==> config.mk <==
export PLATFORM = sky130hd
export DESIGN_NAME = gcd_result_unloader
export DESIGN_NICKNAME = d
export VERILOG_FILES = /design/src/rtl/gcd_result_unloader.sv
export SDC_FILE = /design/constraint.sdc
export NUM_CORES = 1
export LEC_CHECK = 0
export CAP_MARGIN = 5
export CELL_PAD_IN_SITES_DETAIL_PLACEMENT = 0
export CELL_PAD_IN_SITES_GLOBAL_PLACEMENT = 1
export CORE_MARGIN = 2
export CORE_UTILIZATION = 30
export CTS_BUF_LIST = sky130_fd_sc_hd__clkbuf_16
export DETAILED_ROUTE_END_ITERATION = 6
export GPL_ROUTABILITY_DRIVEN = 0
export PLACE_DENSITY = 0.77
export SYNTH_ARGS = -nofsm -noshare
export SYNTH_HDL_FRONTEND = slang
export SYNTH_SLANG_ARGS = --single-unit
==> constraint.sdc <==
create_clock -name clk -period 3.5 [get_ports clk]
set_input_delay 0.7 -clock clk [delete_from_list [all_inputs] [get_ports clk]]
set_output_delay 0.7 -clock clk [all_outputs]
set_load 0.02 [all_outputs]
==> src/rtl/gcd_result_unloader.sv <==
// ============================================================================
// Module      : gcd_result_unloader
// Description : Accepts finished GCD results and serialises each one into a
//               framed byte stream (header = sequence number, data MSB first).
//               Optional macro GCD_UNLOAD_CSUM_EN appends an XOR checksum byte.
// Revision    : 1.0 - initial release
// ============================================================================
`default_nettype none

module gcd_result_unloader #(
    parameter int W = 16
) (
    input  logic         clk,
    input  logic         reset,
    input  logic         result_rdy,
    input  logic [W-1:0] result_bits,
    output logic         result_taken,
    output logic         out_valid,
    output logic [7:0]   out_data,
    output logic         out_last,
    input  logic         out_ready,
    output logic         busy,
    output logic [7:0]   seq
);

    localparam int NB = (W + 7) / 8;
`ifdef GCD_UNLOAD_CSUM_EN
    localparam int FLEN = NB + 2;
`else
    localparam int FLEN = NB + 1;
`endif
    localparam int IW = $clog2(FLEN);

    typedef enum logic [0:0] {
        S_IDLE = 1'b0,
        S_SEND = 1'b1
    } state_t;

    state_t            r_state;
    logic [NB*8-1:0]   r_cap;
    logic [IW-1:0]     r_idx;
    logic              r_valid;
    logic [7:0]        r_data;
    logic              r_last;
    logic              r_busy;
    logic [7:0]        r_seq;
`ifdef GCD_UNLOAD_CSUM_EN
    logic [7:0]        r_hdr;
    logic [7:0]        w_csum;
`endif

    logic [NB*8-1:0]   w_ext;
    logic [IW-1:0]     w_nidx;
    logic [7:0]        w_next_byte;
    logic              w_next_last;

    assign result_taken = (r_state == S_IDLE) && result_rdy && reset;

    assign out_valid = r_valid;
    assign out_data  = r_data;
    assign out_last  = r_last;
    assign busy      = r_busy;
    assign seq       = r_seq;

    // Byte that follows the one currently presented (index r_idx + 1).
    always_comb begin
        w_ext          = '0;
        w_ext[W-1:0]   = result_bits;
        w_nidx         = r_idx + IW'(1);
        w_next_byte    = 8'h00;
        for (int k = 1; k <= NB; k++) begin
            if (w_nidx == IW'(k)) begin
                w_next_byte = r_cap[(NB-k)*8 +: 8];
            end
        end
`ifdef GCD_UNLOAD_CSUM_EN
        w_csum = r_hdr;
        for (int k = 0; k < NB; k++) begin
            w_csum = w_csum ^ r_cap[k*8 +: 8];
        end
        if (w_nidx == IW'(NB + 1)) begin
            w_next_byte = w_csum;
        end
`endif
        w_next_last = (w_nidx == IW'(FLEN - 1));
    end

    always_ff @(posedge clk) begin
        if (!reset) begin
            r_state <= S_IDLE;
            r_cap   <= '0;
            r_idx   <= '0;
            r_valid <= 1'b0;
            r_data  <= 8'h00;
            r_last  <= 1'b0;
            r_busy  <= 1'b0;
            r_seq   <= 8'h00;
`ifdef GCD_UNLOAD_CSUM_EN
            r_hdr   <= 8'h00;
`endif
        end else begin
            case (r_state)
                S_IDLE: begin
                    if (result_rdy) begin
                        r_cap   <= w_ext;
                        r_idx   <= '0;
                        r_data  <= r_seq;
                        r_last  <= 1'b0;
                        r_valid <= 1'b1;
                        r_busy  <= 1'b1;
                        r_seq   <= r_seq + 8'd1;
`ifdef GCD_UNLOAD_CSUM_EN
                        r_hdr   <= r_seq;
`endif
                        r_state <= S_SEND;
                    end
                end
                S_SEND: begin
                    // out_valid is always high here, so out_ready alone means a transfer.
                    if (out_ready) begin
                        if (r_last) begin
                            r_state <= S_IDLE;
                            r_idx   <= '0;
                            r_valid <= 1'b0;
                            r_data  <= 8'h00;
                            r_last  <= 1'b0;
                            r_busy  <= 1'b0;
                        end else begin
                            r_idx   <= w_nidx;
                            r_data  <= w_next_byte;
                            r_last  <= w_next_last;
                        end
                    end
                end
                default: r_state <= S_IDLE;
            endcase
        end
    end

endmodule

`default_nettype wire

After elaboration in Yosys (flattened, before gate mapping) --
Cells that the tools add are included.
Storage, ports and cells: memory bits (read-only) 0, logic and storage cells 42, memory bits (writable) 0, bits in latches 0, register bits after elaboration 37, input port bits 20, output and inout bits 20, memories 0
Cells by class: shifts and indexed selects 0, divide/modulo/power cells 0, bitwise gates (word level) 1, multiply operators 0, equal/unequal tests 5, magnitude comparators 0, add/subtract/negate cells 2, reductions and logical operators 5, multiplexer cells 22
Operator list (count):
- 8-bit two-way mux | 5
- 8-bit case mux with 2 select lines | 1
- 1-bit two-way mux | 9
- 8-bit by 1-bit adder with 8-bit output, second input constant | 1
- 2-bit two-way mux | 3
- 1-bit case mux with 2 select lines | 3
- 2-bit != test, second input constant | 2
- 2-bit case mux with 2 select lines | 1
- 2-bit AND reduction | 2
- 3-bit AND reduction | 1
- 2-bit by 1-bit adder with 2-bit output, second input constant | 1
- 2-bit by 1-bit equality test with 1-bit output, second input constant | 1
- 2-bit equality test, second input constant | 1
- 1-bit logical AND | 2
- 2-bit by 1-bit != test with 1-bit output, second input constant | 1
- 1-bit inverter | 1

Longest topological paths before layout --
depth after elaboration 7, gate-level depth with buffers 6, depth with buffers taken out 5

Least setup slack after synthesis --
Ideal clock, no wire load.
path kind input -> output, start input port reset, end output port result_taken, arrival 1.367 ns, data required time 2.800 ns, buffers on the path 1, slack 1.433 ns, stages 3, cells stage by stage clkinv_1 -> clkbuf_1 -> nor2_1
Between the ends: cells in the longest elaborated chain, start to end 1
RTL lines:
- start, declared | line 14 | input logic reset,
- 1-bit logical AND | line 57 | assign result_taken = (r_state == S_IDLE) && result_rdy && reset;
- end, declared | line 17 | output logic result_taken,
No other way between the ends.

Worst setup path after layout --
start input port result_rdy, end output port result_taken
Between the ends: cells in the longest elaborated chain, start to end 2
RTL lines:
- start, declared | line 15 | input logic result_rdy,
- 1-bit logical AND (2 in series) | line 57
No other way between the ends.

==> run summary <==
crit path capture type = primary output
final hold viol count = 0
Top FF cell, synth = dfxtp_1
DRC viols = 0
cell mode on critical path = clkdlybuf4s50_1
Worst-path clk slew = 0.06 ns
clock network fraction of total power = 0.409
port bufs = 39
DP HPWL = 2880 um
peak supply drop = 0.000206 V
Unique masters post-synth = 32
# fillers = 537
setup tns final = 0 ns
via count = 1487
Crit Path Max Fanout = 6
ratio of cells with drive above 1 in the final layout = 0.0581
DRT Pass-1 Iters = 4
met3 Use GR = 0.0448
initial drt markers = 84
Starting Density = 0.316
gr ovfl total = 0
Int Power = 772 uW
Post-synth EDFFs = 0
CP cell instances = clkdlybuf4s50_1, nand2b_1, nor2_1, clkdlybuf4s50_1
first-pass GRT wire length = 7070 um
Post-CTS Setup Bufs = 0
Slowest-stage cell, CP = clkdlybuf4s50_1
average vias per placed instance = 4.78
initial antenna violation count = 0
cell count after placement = 303
Synthesis Warnings = 0
Power Density = 461 nW/um2
syn nets = 227
Fmax = 350 MHz
Skew-Pair Late Insertion Delay = 0.28 ns
Post-Syn Instances = 204
maximum clock path buffer count = 2
largest net degree at the start of global routing = 28
switching power = 255 uW
Die Y = 78.1 um
Core Region = 5200 um2
gr usage total = 0.146
number of diodes = 0
final setup fails = 0
crit path time final = 2.86 ns
Syn Std Cell Area = 1650 um2
Hold Crit Class = reg2reg
async set or reset register ratio after synthesis = 0
chip width = 78.1 um
CTS tree = done
CP bufs+invs = 2
busiest layer in global routing = met2
met1 Usage GRT = 0.186
Clk Tree Root Cell = clkbuf_16
critical path data arrival time = 2.16 ns
CTS resizes = 0
Post-DRT Antenna Nets = 0
Slew Limit Headroom = 0.544
Post-Route WL = 4230 um
max-cap violations = 0
outcome = finished, final reports clean
clk sink count = 37
critical path's largest stage delay = 0.63 ns
Clock Skews = 0.00437 ns
CP Launch Type = input port
Layout area overhead = 35.2%
sequential group share of total power = 0.450
Net Sw Frac = 0.248
Gate power share = 0.140
fin nets = 263
CTS buffer count = 5
leakage = 0.808 nW
RSZ-0062 raised after global routing = false
final hold slack = 0.460 ns
routed len/inst = 13.6 um
final cycle utilization of the critical path = 0.817
Slew @ Worst Pin = 0.682 ns
crit path kind = in2out
Final Max Tran Viols = 0
sequential fraction of the synthesis area = 0.450
Top delay family on crit path = buffers and inverters
Yosys reg bits = 37
Final Instance Count excl. Fillers = 311
met2 usage = 0.237
Worst EP required = 2.80 ns
die area = 6100 um2
H-Tree Depth = 2
# hold bufs at CTS = 0
num ports = 40
Core Rows = 26
Avg Inst Size Synth = 8.07 um2
vias in the first global route = 1463
[synthesized netlist by cell type (2+ instances only)]
| cell | count | area (um2) |
|---|---|---|
| nand2_1 | 48 | 180 |
| dfxtp_1 | 37 | 741 |
| a21oi_1 | 30 | 150 |
| o21ai_0 | 17 | 85.1 |
| nand3b_1 | 9 | 67.6 |
| a21o_1 | 7 | 52.6 |
| clkbuf_1 | 7 | 26.3 |
| inv_1 | 6 | 22.5 |
| nand3_1 | 5 | 25.0 |
| nor2_1 | 4 | 15.0 |
| buf_2 | 3 | 15.0 |
| ha_1 | 3 | 37.5 |
| mux2i_1 | 3 | 30.0 |
| nand2b_1 | 3 | 18.8 |
| buf_1 | 2 | 7.51 |
| nand4b_1 | 2 | 17.5 |
| or3_1 | 2 | 12.5 |
| xnor2_1 | 2 | 17.5 |
[layer usage]
metal,wire [um],up-vias
li1,-,767
met1,2050,688
met2,1920,28
met3,210,4
met4,46,0
met5,0,-
[cell usage in the layout (no fill, tap or decap)]
| cell | count |
|---|---|
| or3_1 | 2 |
| o221a_2 | 1 |
| ha_1 | 3 |
| clkinv_1 | 1 |
| clkbuf_16 | 5 |
| nand2b_1 | 3 |
| o211a_1 | 1 |
| nand2_1 | 48 |
| inv_1 | 7 |
| a21o_1 | 7 |
| nand3b_1 | 9 |
| buf_4 | 4 |
| o31ai_1 | 1 |
| mux2_2 | 1 |
| dfxtp_1 | 37 |
| nand3_1 | 5 |
| nor2b_1 | 1 |
| or4_1 | 1 |
| nand4_1 | 1 |
| nor4_1 | 1 |
| or2b_1 | 1 |
| a21oi_1 | 30 |
| nor2_1 | 4 |
| nand4b_4 | 1 |
| xnor2_1 | 2 |
| clkinv_2 | 2 |
| clkdlybuf4s50_1 | 39 |
| mux2i_1 | 3 |
| o21ai_0 | 17 |
| nand4b_1 | 2 |
| nor3_1 | 1 |
[kinds of logic after synthesis]
family / after synthesis / share of synthesized area
and+or+nand+nor: 80 / 0.242
DFF: 37 / 0.450
AOI/OAI and AO/OA: 57 / 0.192
muxes: 4 / 0.0251
buffers and inverters: 21 / 0.0570
adders and majority gates: 3 / 0.0228
xor gates and xnor gates: 2 / 0.0106
[worst register-to-register path, stage by stage, from the launching register on]
cell	delay [ns]
dfxtp_1	0.41
nor2b_1	0.59
buf_4	0.31
nand2_1	0.09
a21oi_1	0.13
[flip-flops by register name, indices dropped and copies added (netlist names)]
signal / count
r_state: 1
busy: 1
r_cap: 16
seq: 8
out_data: 8
out_last: 1
r_idx: 2
[final cells by class]
class | instances | area, um2 | area share
clock buffers | 5 | 125 | 0.0562
repair buffers | 43 | 420 | 0.189
inverters | 7 | 26.3 | 0.0118
flip-flops and latches | 37 | 741 | 0.333
well taps | 70 | 87.6 | 0.0393
clock inverters | 3 | 13.8 | 0.00618
multi-input cells | 146 | 812 | 0.365
[power groups by stage]
stage / Sequential [mW] / Clock, mW / Combinational [mW]
floorplan: 0.479 / 0 / 0.0695
global placement: 0.471 / 0 / 0.143
detailed placement: 0.471 / 0 / 0.145
CTS: 0.462 / 0.435 / 0.146
global route: 0.465 / 0.450 / 0.159
finish: 0.462 / 0.420 / 0.144
[path summary, 6_finish.rpt]
kind | startpoint | end | slack (ns) | cells past startpoint
max | result_rdy | result_taken | 0.64 | 4
min | r_cap[14] | r_cap[14] | 0.46 | 2
max reg2reg | r_state | r_cap[13] | 1.91 | 4
min reg2reg | r_cap[14] | r_cap[14] | 0.46 | 2
[through the flow]
step	utilization	area [um2]	power [mW]	setup slack [ns]
after CTS	0.428	2230	1.04	0.632
after floorplan	-	1650	0.549	1.43
after detailed placement	0.401	2090	0.616	0.632
after global placement	0.401	2090	0.614	0.635
after global routing	0.428	2230	1.07	0.587
final	0.428	2230	1.03	0.640
No activity file was read; power rests on OpenSTA's default activity.
==> RTL change 1: new RTL, same flow settings <==
Add a define of `GCD_UNLOAD_CSUM_EN`.
--- a/src/rtl/gcd_result_unloader.sv
+++ b/src/rtl/gcd_result_unloader.sv
@@ -6,6 +6,8 @@
 // Revision    : 1.0 - initial release
 // ============================================================================
 `default_nettype none
+
+`define GCD_UNLOAD_CSUM_EN
 
 module gcd_result_unloader #(
     parameter int W = 16
Behaviour: not the same (a bounded check fails within 4 cycles, from zero or initial values and one cycle with reset low).
==> RTL change 1 against the original RTL <==
  * Core utilization down 4.1 points
  * Clock power up 24%
  * Wire length up 24%
  * Sequential cell count up 8
  * Highest routed layer unchanged
  * Synthesized area up 39%
  * Worst hold slack better by 0.015 ns
  * Final area up 27%
  * Setup slack worse by 0.027 ns
  * Power up 21%
  * Combinational power up 15%
==> RTL change 1: results (changes against the original RTL) <==
- Hold path depth: 2 (unchanged)
- 1st-iter DRT viols: 62 (-26%)
- Post-synthesis net count: 290 (+28%)
- Worst slew margin: 42.3% (-12 points)
- First-pass GRT wire length: 8720 um (+23%)
- Largest net degree at the start of global routing: 46 (+64%)
- Critical path arrival: 2.19 ns (+0.03 ns)
- Final clock skew: 0.00500 ns (+0.000626 ns)
- Register-to-Register Path Depth: 6 (+2)
- I/O Buffers: 39 (unchanged)
- Top FF cell, synth: dfxtp_1
- Status: complete, no violations
- Post-CTS sizing: 0 (unchanged)
- Post-route DRC: 0 (unchanged)
- Share of layout cells above drive strength 1: 6.38% (+0.57 points)
- Largest reg by FF count: r_cap
- Largest register FFs: 16 (unchanged)
- Synth top cells by count: nand2_1 (60), dfxtp_1 (45), a21boi_0 (27)
- Nets: 321 (+22%)
- Synth cell types: 38 (+19%)
- Slowest cell on the critical path: clkdlybuf4s50_1
- Dpl hpwl: 3610 um (+25%)
- CTS max path bufs: 2 (unchanged)
- VDD IR-drop max: 286 uV (+39%)
- Vias in the first global route: 1763 (+21%)
- Gr usage total: 13.0% (-1.6 points)
- Setup bufs post-CTS: 0 (unchanged)
- ANT cells: 0 (unchanged)
- Clock transition at path regs: 0.06 ns (about the same)
- Yosys warning count: 0 (unchanged)
- FILL cells: 766 (+43%)
- Post-synthesis sequential area ratio: 39.3% (-5.7 points)
- Vias: 1853 (+25%)
- Critical Path Max Stage Delay: 0.59 ns (-0.04 ns)
- Num CTS Buffers: 5 (unchanged)
- Total Neg Setup Slack: 0 ns (unchanged)
- H-tree Lvls: 2 (unchanged)
- Worst Path Max Fanout: 4 (-2)
- Ranking of synthesized cells by area: dfxtp_1 (39%), nand2_1 (9.8%), a21boi_0 (8.8%)
- Pleak: 1.02 nW (+26%)
- Drt wl/cell: 13.2 um (-3.2%)
==> RTL change 1: cell types whose count changed after synthesis, moves of 7 or more <==
cell,before,now
xnor2_1,2,12
and2_1,0,8
nand2_1,48,60
nand3b_1,9,0
dfxtp_1,37,45
a21boi_0,0,27
a21o_1,7,0
a21oi_1,30,8
==> RTL change 1: layout make-up <==
type / count / share of cell area (%)
inverters: 7 / 0.926
clock buffers: 5 / 4.41
repair buffers: 42 / 14.6
well taps: 99 / 4.37
flip-flops and latches: 45 / 31.8
multi-input cells: 196 / 42.7
clock inverters: 3 / 1.32
==> RTL change 1: per-stage QoR <==
step	instances	util [%]	power, mW	setup WS, ns	area (um^2)
detailed placement	389	36.5	0.738	0.615	2670
global route	397	38.7	1.30	0.563	2840
finish	397	38.7	1.25	0.613	2840
CTS	397	38.7	1.26	0.603	2840
floorplan	266	-	0.677	1.39	2290
global placement	389	36.5	0.736	0.607	2670
==> RTL change 1: final timing paths <==
kind	startpoint	to	slack, ns
hold reg to reg	r_hdr[6]	r_hdr[6]	0.48
setup / recovery	result_rdy	result_taken	0.61
setup reg to reg	r_idx[0]	out_data[3]	1.39
hold / removal	r_hdr[6]	r_hdr[6]	0.48
==> RTL change 1: cells by family after synthesis <==
group / after synthesis / share of synthesized area (%)
buf+inv: 25 / 7.97
flops: 45 / 39.3
fa+ha+maj: 4 / 2.18
simple gates: 94 / 20.0
compound gates: 83 / 24.9
xor+xnor: 15 / 5.73
==> RTL change 1: power breakdown <==
group / switching (mW) / internal [mW]
sequential: 0.0246 / 0.536
combinational: 0.0841 / 0.0809
clock: 0.189 / 0.332
total: 0.298 / 0.948
==> RTL change 1: layer usage <==
layer / routed length, um / GRT usage [%]
met4: 75 / 4.17
met2: 2460 / 21.8
met5: 0 / 0
met1: 2570 / 16.9
met3: 127 / 2.32
==> RTL change 1: worst reg2reg max path: cells and delay by family (launching register included) <==
| kind | cells | cell delay (ns) |
|---|---|---|
| AO/OA/AOI/OAI | 3 | 0.48 |
| adder cells (fa/ha/maj) | 1 | 0.72 |
| buffers and inverters | 1 | 0.08 |
| flip-flops | 1 | 0.34 |
| AND/OR/NAND/NOR | 1 | 0.36 |
==> RTL change 2: new RTL, same settings <==
Made on the original files. Reset style: asynchronous (`reset`), changed in one clocked block.
--- a/src/rtl/gcd_result_unloader.sv
+++ b/src/rtl/gcd_result_unloader.sv
@@ -85,7 +85,7 @@
         w_next_last = (w_nidx == IW'(FLEN - 1));
     end
 
-    always_ff @(posedge clk) begin
+    always_ff @(posedge clk or negedge reset) begin
         if (!reset) begin
             r_state <= S_IDLE;
             r_cap   <= '0;
Behaviour: differs if reset is asserted again (counterexample within 4 cycles, from zero or initial values and one cycle with reset low); with reset held inactive, the same outputs for 10 cycles.
==> RTL change 2 against the original RTL <==
  * Count of clock-buffer cells in the layout unchanged
  * Setup slack lost 0.033 ns
  * Synthesized area up 7.6%
  * Clock skew is 0.0022 ns lower
  * Final area is 4.8% higher
  * Die area is 7.2% higher
  * Sequential share of layout area is 6.4 points higher
  * Sequential cell count stayed put
  * Critical path depth unchanged
  * Wire length down 12%
  * Via count down 8.6%
Power is not compared: it rests on default switching activity, and its combinational part moved more than twofold at a synthesized area within 25%.
==> RTL change 2: results (changes against the original RTL) <==
- Status: complete, no violations
- Die width: 80.9 um (+3.5%)
- Share of layout cells above drive strength 1: 5.38% (-0.43 points)
- Final WL: 3730 um (-12%)
- Post-synthesis sequential area ratio: 52.3% (+7.3 points)
- Critical path arrival: 2.19 ns (+0.03 ns)
- Synth cell types: 33 (+3.1%)
- Register-to-Register Path Depth: 3 (-1)
- FILL cells: 594 (+11%)
- First-pass GRT wire length: 6490 um (-8.2%)
- Hold_ws: 0.481 ns (+0.0215 ns)
- Vias per cell: 4.61 (-3.7%)
- Gr usage total: 13.1% (-1.5 points)
- Seq area share: 39.7% (+6.4 points)
- Count of multi-input gates: 135 (-7.5%)
- Dpl hpwl: 2540 um (-12%)
- Fraction of area in non-clock buffers: 17.4% (-1.5 points)
- Placed Area: 0.00220 mm^2 (+5.2%)
- Placed cells: 287 (-5.3%)
- ClkCell Share: 5.90% (-0.34 points)
- Final clock skew: 0.00216 ns (-0.00221 ns)
- Seq_cells: 37 (unchanged)
- Reg2Reg Capture Point: out_data[0]
- Worst Path Max Fanout: 5 (-1)
- Post-synthesis net count: 207 (-8.8%)
- Largest net degree at the start of global routing: 38 (+36%)
-- RTL change 2: cell types whose count changed in the layout (fill, tap and decap cells not counted), sizes merged, moves of 4 or more --
| cell | change |
|---|---|
| nand2 | +18 |
| o21ai | -4 |
| dfrtp | +37 |
| dfxtp | -37 |
| inv | -5 |
| a21oi | -29 |
| nand3 | -4 |
| a2bb2oi | +8 |
-- RTL change 2: cells by family (layout without fill, tap and decap cells) --
family                     count (synthesis)  after routing  share of synthesized area, %
and+or+nand+nor                           93             93                          25.6
DFF                                       37             37                          52.3
AOI/OAI and AO/OA                         33             33                          12.6
buffers and inverters                     12             51                          4.45
xor gates and xnor gates                   6              6                          2.97
adders and majority gates                  3              3                          2.12
-- RTL change 2: per-layer routing --
layer	wire length [um]	part of all wire, %	track usage [%]	vias to the layer above
li1	-	-	-	688
met1	1770	47	17.7	639
met2	1670	45	18.8	28
met3	242	6.5	5.00	4
met4	51	1.4	5.59	0
met5	0	0	0	-
